--- src/rtl/spi_frame_rx.sv ---
// SPI slave receiver: synchronises the SPI pins, assembles words of configurable length in any SPI mode,
// and hands completed words to the core through a single registered valid/ready entry.
module spi_frame_rx #(
   parameter int unsigned DATA_WIDTH = 2,
   parameter int unsigned DATA_DEPTH = 16,
   parameter int unsigned SYNC_DEPTH = 2
) (
   input  logic                               clk,
   input  logic                               nrst,
   input  logic                               spi_clk,
   input  logic                               spi_en,
   input  logic                               spi_data,
   input  logic                               cpol,
   input  logic                               cpha,
   input  logic                               msb_first,
   input  logic                               word_ready,
   output logic                               word_valid,
   output logic [DATA_WIDTH*DATA_DEPTH-1:0]   word_data,
   output logic                               overrun,
   output logic                               frame_err,
   output logic                               busy
);

   localparam int unsigned WORD_W = DATA_WIDTH * DATA_DEPTH;
   localparam int unsigned CNT_W  = $clog2(WORD_W + 1);

   typedef enum logic {
      S_IDLE = 1'b0,
      S_RECV = 1'b1
   } state_t;

   // synchroniser chains
   logic [SYNC_DEPTH-1:0] r_clk_sync;
   logic [SYNC_DEPTH-1:0] r_en_sync;
   logic [SYNC_DEPTH-1:0] r_data_sync;
   logic                  w_clk_s;
   logic                  w_en_s;
   logic                  w_data_s;

   // edge detection
   logic r_clk_prev;
   logic r_en_prev;
   logic r_clk_rise;
   logic r_clk_fall;
   logic r_en_rise;
   logic r_en_fall;
   logic r_data_q;
   logic r_armed;

   // frame state
   state_t             r_state;
   state_t             w_state_next;
   logic [CNT_W-1:0]   r_cnt;
   logic [CNT_W-1:0]   w_cnt_next;
   logic [WORD_W-1:0]  r_shift;
   logic [WORD_W-1:0]  w_shift_next;
   logic               r_cpol;
   logic               r_cpha;
   logic               r_msb;
   logic               w_latch;
   logic               w_sample;
   logic               w_push;
   logic               w_frame_err;

   // output stage
   logic               r_valid;
   logic [WORD_W-1:0]  r_word;
   logic               r_overrun;
   logic               r_frame_err;
   logic               r_busy;
   logic               w_load;
   logic               w_overrun;

   assign w_clk_s  = r_clk_sync[SYNC_DEPTH-1];
   assign w_en_s   = r_en_sync[SYNC_DEPTH-1];
   assign w_data_s = r_data_sync[SYNC_DEPTH-1];

   // The enable chain resets high so a reset inside an active window cannot fake a rising edge.
   always_ff @(posedge clk or negedge nrst) begin
      if (!nrst) begin
         r_clk_sync  <= '0;
         r_en_sync   <= '1;
         r_data_sync <= '0;
      end else begin
         r_clk_sync  <= {r_clk_sync[SYNC_DEPTH-2:0], spi_clk};
         r_en_sync   <= {r_en_sync[SYNC_DEPTH-2:0], spi_en};
         r_data_sync <= {r_data_sync[SYNC_DEPTH-2:0], spi_data};
      end
   end

   // Registered edge pulses; data is delayed by the same stage so it stays aligned with them.
   always_ff @(posedge clk or negedge nrst) begin
      if (!nrst) begin
         r_clk_prev <= 1'b0;
         r_en_prev  <= 1'b1;
         r_clk_rise <= 1'b0;
         r_clk_fall <= 1'b0;
         r_en_rise  <= 1'b0;
         r_en_fall  <= 1'b0;
         r_data_q   <= 1'b0;
         r_armed    <= 1'b0;
      end else begin
         r_clk_prev <= w_clk_s;
         r_en_prev  <= w_en_s;
         r_clk_rise <= w_clk_s & ~r_clk_prev;
         r_clk_fall <= ~w_clk_s & r_clk_prev;
         r_en_rise  <= w_en_s & ~r_en_prev;
         r_en_fall  <= ~w_en_s & r_en_prev;
         r_data_q   <= w_data_s;
         r_armed    <= r_armed | ~w_en_s;
      end
   end

   assign w_sample = (r_cpol == r_cpha) ? r_clk_rise : r_clk_fall;

   always_ff @(posedge clk or negedge nrst) begin
      if (!nrst) begin
         r_state <= S_IDLE;
      end else begin
         r_state <= w_state_next;
      end
   end

   // Next-state and shift/count datapath; a completing sample wins over a simultaneous enable fall.
   always_comb begin
      w_state_next = r_state;
      w_cnt_next   = r_cnt;
      w_shift_next = r_shift;
      w_push       = 1'b0;
      w_frame_err  = 1'b0;
      w_latch      = 1'b0;
      case (r_state)
         S_IDLE: begin
            if (r_en_rise) begin
               w_state_next = S_RECV;
               w_latch      = 1'b1;
               w_cnt_next   = '0;
               w_shift_next = '0;
            end
         end
         S_RECV: begin
            if (w_sample) begin
               if (r_msb) begin
                  w_shift_next = {r_shift[WORD_W-2:0], r_data_q};
               end else begin
                  w_shift_next = {r_data_q, r_shift[WORD_W-1:1]};
               end
               if (r_cnt == CNT_W'(WORD_W - 1)) begin
                  w_push     = 1'b1;
                  w_cnt_next = '0;
               end else begin
                  w_cnt_next = r_cnt + CNT_W'(1);
               end
            end
            if (r_en_fall) begin
               w_state_next = S_IDLE;
               w_frame_err  = (w_cnt_next != '0);
               w_cnt_next   = '0;
            end
         end
         default: begin
            w_state_next = S_IDLE;
         end
      endcase
   end

   always_ff @(posedge clk or negedge nrst) begin
      if (!nrst) begin
         r_cnt  <= '0;
         r_shift <= '0;
         r_cpol <= 1'b0;
         r_cpha <= 1'b0;
         r_msb  <= 1'b1;
      end else begin
         r_cnt   <= w_cnt_next;
         r_shift <= w_shift_next;
         if (w_latch) begin
            r_cpol <= cpol;
            r_cpha <= cpha;
            r_msb  <= msb_first;
         end
      end
   end

   assign w_load    = w_push & (~r_valid | word_ready);
   assign w_overrun = w_push & r_valid & ~word_ready;

   // Single-entry output register with simultaneous pop+push and drop-on-full.
   always_ff @(posedge clk or negedge nrst) begin
      if (!nrst) begin
         r_valid     <= 1'b0;
         r_word      <= '0;
         r_overrun   <= 1'b0;
         r_frame_err <= 1'b0;
         r_busy      <= 1'b0;
      end else begin
         if (w_load) begin
            r_valid <= 1'b1;
            r_word  <= w_shift_next;
         end else if (word_ready) begin
            r_valid <= 1'b0;
         end
         r_overrun   <= w_overrun;
         r_frame_err <= w_frame_err;
         r_busy      <= w_en_s & r_armed;
      end
   end

   assign word_valid = r_valid;
   assign word_data  = r_word;
   assign overrun    = r_overrun;
   assign frame_err  = r_frame_err;
   assign busy       = r_busy;

endmodule

--- config.mk ---
export PLATFORM = sky130hd
export DESIGN_NAME = spi_frame_rx
export DESIGN_NICKNAME = d
export VERILOG_FILES = /design/src/rtl/spi_frame_rx.sv
export SDC_FILE = /design/constraint.sdc
export NUM_CORES = 1
export LEC_CHECK = 0
export CORE_UTILIZATION = 35
export DETAILED_ROUTE_END_ITERATION = 10
export PLACE_DENSITY_LB_ADDON = 0.15
export SLEW_MARGIN = 20
export SYNTH_ARGS = -nofsm -noshare
export SYNTH_HDL_FRONTEND = slang
export SYNTH_SLANG_ARGS = --single-unit
--- constraint.sdc ---
create_clock -name clk -period 2 [get_ports clk]
set_clock_uncertainty 0.1 [all_clocks]
set_input_delay 0.4 -clock clk [delete_from_list [all_inputs] [get_ports clk]]
set_output_delay 0.4 -clock clk [all_outputs]
set_load 0.02 [all_outputs]
## Yosys cells after proc, flatten, opt, wreduce, memory -nomap -nowiden

Cells that the tools add are included.

- Word-level logic and storage cells: 67
- Register bits after elaboration: 92
- Bits of input ports: 9
- Output and inout port bits: 36

- Eq/ne operators: 3
- Reductions and logical operators: 2
- Mux-type cells: 22
- Add/subtract/negate cells: 1
- Bitwise gates (word level): 17

Operator list:

| kind | count |
|---|---|
| $mux 32 | 3 |
| $pmux 32 s2 | 1 |
| $mux 6 | 5 |
| $pmux 6 s2 | 1 |
| $mux 1 | 11 |
| $and 1x1->1 | 8 |
| $not 1->1 | 7 |
| $add 6x1->6 const B | 1 |
| $eq 6x5->1 const B | 1 |
| $reduce_bool 6->1 | 1 |
| $ne 2x2->1 const B | 1 |
| $or 1x1->1 | 2 |
| $pmux 1 s2 | 1 |
| $reduce_bool 2->1 | 1 |
| $eq 1x1->1 | 1 |

## Longest topological paths before layout

- Depth in word-level cells: 7
- Mapped depth: 8
- Mapped depth without buffers: 6

## Least setup slack after synthesis

OpenSTA, ideal clock, no wires.

- Kind: register to register
- From: register r_cnt[0]
- To: register r_word[31] (netlist: word_data[31])
- Cell stages (with the launch flop): 9
- Data required time: 1,818 ps
- Setup time: 82 ps
- Clock period less this slack: 1,834 ps
- Slack: 166 ps
- Arrival time: 1,652 ps
- Buffers on the path: 2
- Cell sequence: dfrtp_1 > ha_1 > and3_2 > nand3b_4 > nor4bb_1 > buf_2 > buf_6 > nor2_1 > a31oi_1

- Word-level cells in the longest chain between the ends: 5

Ends and longest elaborated chain:

| element | line | text |
|---|---|---|
| start: declaration | 53 | `logic [CNT_W-1:0] r_cnt;` |
| start signal: assignment | 175 | `r_cnt <= w_cnt_next;` |
| $eq 6x5->1 | 148 | `if (r_cnt == CNT_W'(WORD_W - 1)) begin` |
| $mux 1 | 148 |  |
| $mux 1 | 142 | `if (w_sample) begin` |
| $mux 1 | 132 | `case (r_state)` |
| $and 1x1->1 | 185 | `assign w_load = w_push & (~r_valid \| word_ready);` |
| end signal: assignment | 199 | `r_word <= w_shift_next;` |
| end: declaration | 67 | `logic [WORD_W-1:0] r_word;` |

Every way passes these cells.
A chain may end at the register's enable or synchronous reset.

## Final worst setup path

- From: register r_cnt[1]
- To: register r_word[19] (netlist: word_data[19])

The elaborated chain is that of the path after synthesis.

==> results.md <==
Yosys:
- The top cell type by total area after synthesis is dfrtp_1.
- Among all flip-flop cells after synthesis, the most frequent one is dfrtp_1.
- The synthesized flop and latch total is 92.
- After synthesis, flip-flops and latches occupy 61.10% of the total area.
- The average size of a mapped cell is 11.17 um2.
- The count of distinct cell types in the synthesized netlist is 36.
- After synthesis, the share of flip-flops with an asynchronous set or reset is 100.0%.
- dfrtp_1 is the most common cell in the netlist.
- The area fraction of the dominant cell type after synthesis is 58.32%.
- For this run, the number of Yosys warnings is 0.
- After technology mapping, the gate count stands at 338.
- By count the netlist is led by dfrtp_1 (88), nand2_1 (40), nor2_1 (38).
- The summed instance area of the synthesized netlist is 3776 um2.
- The number of nets handed over by synthesis was 348.
- The number of enable-type register cells in the synthesized netlist is 0.
- Ranked by total cell area, the synthesized netlist is headed by dfrtp_1 (58%), mux2i_1 (9.0%), a31oi_1 (5.3%), o21ai_0 (4.6%), nand2_1 (4.0%).

Hold path:
- The worst hold-check path type is flop to flop.
- Counting instances, the worst hold path has a depth of 0.
- In this run the most critical hold path is launched from r_data_sync[0].

Floorplan:
- The count of boundary I/O pins is 45.
- The area of the die is 11,210 um2.
- The die is 105.9 um tall.
- The floorplan step defined a core boundary enclosing 10,370 um2.
- The starting utilization of the core area is 36.41%.
- The floorplan step set the die width to 105.9 um.
- The initialized floorplan defines 37 standard-cell rows.

CTS:
- TritonCTS built the clock tree.
- After clock tree synthesis, the clock-pin slew on the worst setup and hold paths is 80 ps.
- In this run the clock root is driven by a clkbuf_8.
- The clock buffer count from CTS is 9.
- Clock latency on the worst-skew pair, taken at its later pin, is 350 ps.
- No sink is reached through more buffers than the 2 on the longest clock path.
- CTS built an H-tree with a depth of 3.
- The number of sinks driven by the clock tree is 92.

Final layout:
- For this run, the post-layout net count is 397.
- 0 antenna diodes ended up in the layout.
- The post-route cell area is 4742 um2.
- Of the cells placed in the final design, the portion with a size suffix greater than 1 is 12.24%.
- The final core utilization is 45.73%.
- The area growth from synthesis to layout is 25.58%.

Worst setup path:
- The critical path endpoint category is a flop.
- The classification of the worst setup path is flop to flop.
- Data on the critical path is required at its endpoint by 2170 ps.
- Of all nets on the critical path, the largest fanout is 8.
- The critical path starts at r_cnt[1].
- The worst setup path is launched from a flop.
- For the worst flop-to-flop path, the logic depth is 8.
- The critical register-to-register path startpoint is r_cnt[1].
- For the worst setup path, the data arrival time is 2180 ps.

GRT:
- The first global-routing pass estimated 13.32 mm of wire.
- The initial antenna violation count was 0.
- Across every metal layer, demand over resource in global routing totals 15.43%.
- The number of global-route vias before repair came to 2,617.
- The aggregate global routing overflow is 0.
- Entering global routing, the biggest net connects 37 pins.

Detailed routing:
- The detailed router put a total of 4.160 mm of wire on met1.
- After detailed routing, the number of vias per cell comes to 5.017.
- The number of detailed-route iterations in the first pass is 4.
- For this run, design rule violations remaining after detail routing come to 0.
- The amount of wire on met3 after detailed routing is 186 um.
- The via count is 2,649.
- The detailed router's first-iteration violation count is 97.
- The final routed wirelength across all metal layers is 8.334 mm.
- The wire length per cell is 15.78 um.
- The top routing layer in use is met4.
- In this run the remaining antenna-violating nets after routing total 0.
- In the detailed route, the total length drawn on met2 is 3.904 mm.

STA:
- The shortest clock period the worst path allows after layout is 2005 ps.
- Headroom to the max-slew limit came out at 71.66%.
- For the pin with the worst max-slew slack, the measured transition is 425.1 ps.
- For this run, the top clock speed supported by timing is 0.4986 GHz.
- The final hold violation count was 0.
- The setup slack of the critical path after layout is -5.480 ps.
- Summed over all failing endpoints, the final setup total negative slack is -10.46 ps.
- The portion of the clock cycle consumed by the worst path in the final layout is 100.3%.
- The number of slew-limit violations in the final report was 0.
- Final hold analysis gives a worst-case slack of 251.5 ps.
- Setup violations remaining at the end of the flow were counted as 2.
- Setup repair after global routing could not meet its margin everywhere.

Run:
- The max-capacitance violation count is 0.

Run status:
- The run finished, with violations left.
- The final reports fail on setup timing.

Placed design:
- After detailed placement, the total cell area comes to 4449 um2.
- Port buffering added 44 buffers.
- The weighted congestion at the end of routability-driven global placement is 0.7531.
- The half-perimeter wire length after placement is 5.097 mm.
- The worst setup timing slack at the placement stage is 36.86 ps.

Power:
- The power density over cell area is 812.7 nW/um2.
- The leakage power of the design is 0.002121 uW.
- IR analysis of the VDD net gives a maximum drop of 282.4 uV.
[state kept, by name (all words and copies together), names as in the netlist, 2 cells and up]
name / count
word_data: 32
r_shift: 32
r_clk_sync: 2
r_data_sync: 2
r_cnt: 6
r_en_sync: 2
[where the power goes]
group	internal, uW	total [uW]	switching [uW]
sequential	1920	1980	54.9
combinational	267	598	331
clock	648	1280	631
[cell families (layout without fill, tap and decap cells)]
family                     count (synthesis)  after routing  synth area share, %
and+or+nand+nor                           95             95                11.10
buffers and inverters                     24             78                3.214
muxes                                     38             38                10.21
adders and majority gates                  1              1               0.3313
DFF                                       92             92                61.10
xor gates and xnor gates                   2              2               0.6628
AOI/OAI and AO/OA                         86             86                13.39
[per-layer routing]
layer  track usage [%]  vias up
met5                 0        -
met3             2.412        9
met2             23.81       39
met1             21.19     1313
met4             7.440        0
li1                  -     1288
[worst max-delay path, stage by stage (launching register included)]
cell,delay (ps)
dfrtp_1,420
ha_4,170
and3_4,220
nand3b_4,100
nor4bb_4,370
buf_4,210
clkbuf_16,160
nor2_1,40
a31oi_1,140
[path summary, 6_finish.rpt]
check / to / slack, ps
max: word_data[19] / -5
max reg2reg: word_data[19] / -5
min in group asynchronous: word_data[26] / 420
min reg2reg: r_data_sync[1] / 250
max in group asynchronous: r_msb / 760
min: r_data_sync[1] / 250
[area by class of cell]
type / instances / area [um2]
fill: 991 / 5628
clock inverter: 3 / 45.04
sequential: 92 / 2307
tap: 136 / 170.2
timing repair buffer: 61 / 668.1
inverter: 1 / 3.754
clock buffer: 13 / 158.9
multi-input combinational: 222 / 1389
[per-stage QoR]
step	total power [uW]	std cells
global placement	2600	507
floorplan	2384	338
finish	3854	528
CTS	3901	524
global route	4041	528
detailed placement	2604	507
[cell usage in the layout (no fill, tap or decap), types with 2 or more instances in the layout]
cell type	n
a31oi_1	32
a21oi_1	3
mux2_2	4
clkinvlp_4	2
dfrtp_1	88
a211o_1	2
o21ai_0	35
clkbuf_1	2
nor2b_1	4
o22ai_1	3
buf_12	6
clkdlybuf4s50_1	43
o31ai_1	2
nor2_1	36
nand2b_1	5
dfstp_2	4
o21ai_1	4
mux2i_1	34
nand2_1	40
clkbuf_8	11
buf_4	9
[timing repair]
action,4_1_cts,5_1_grt
hold buffers,1,0
setup endpoints to repair,0,32
resized for setup,0,6
endpoints found under the hold margin,28,0
buffers inserted,0,2
Note: power is estimated with default switching activity, not from simulation.
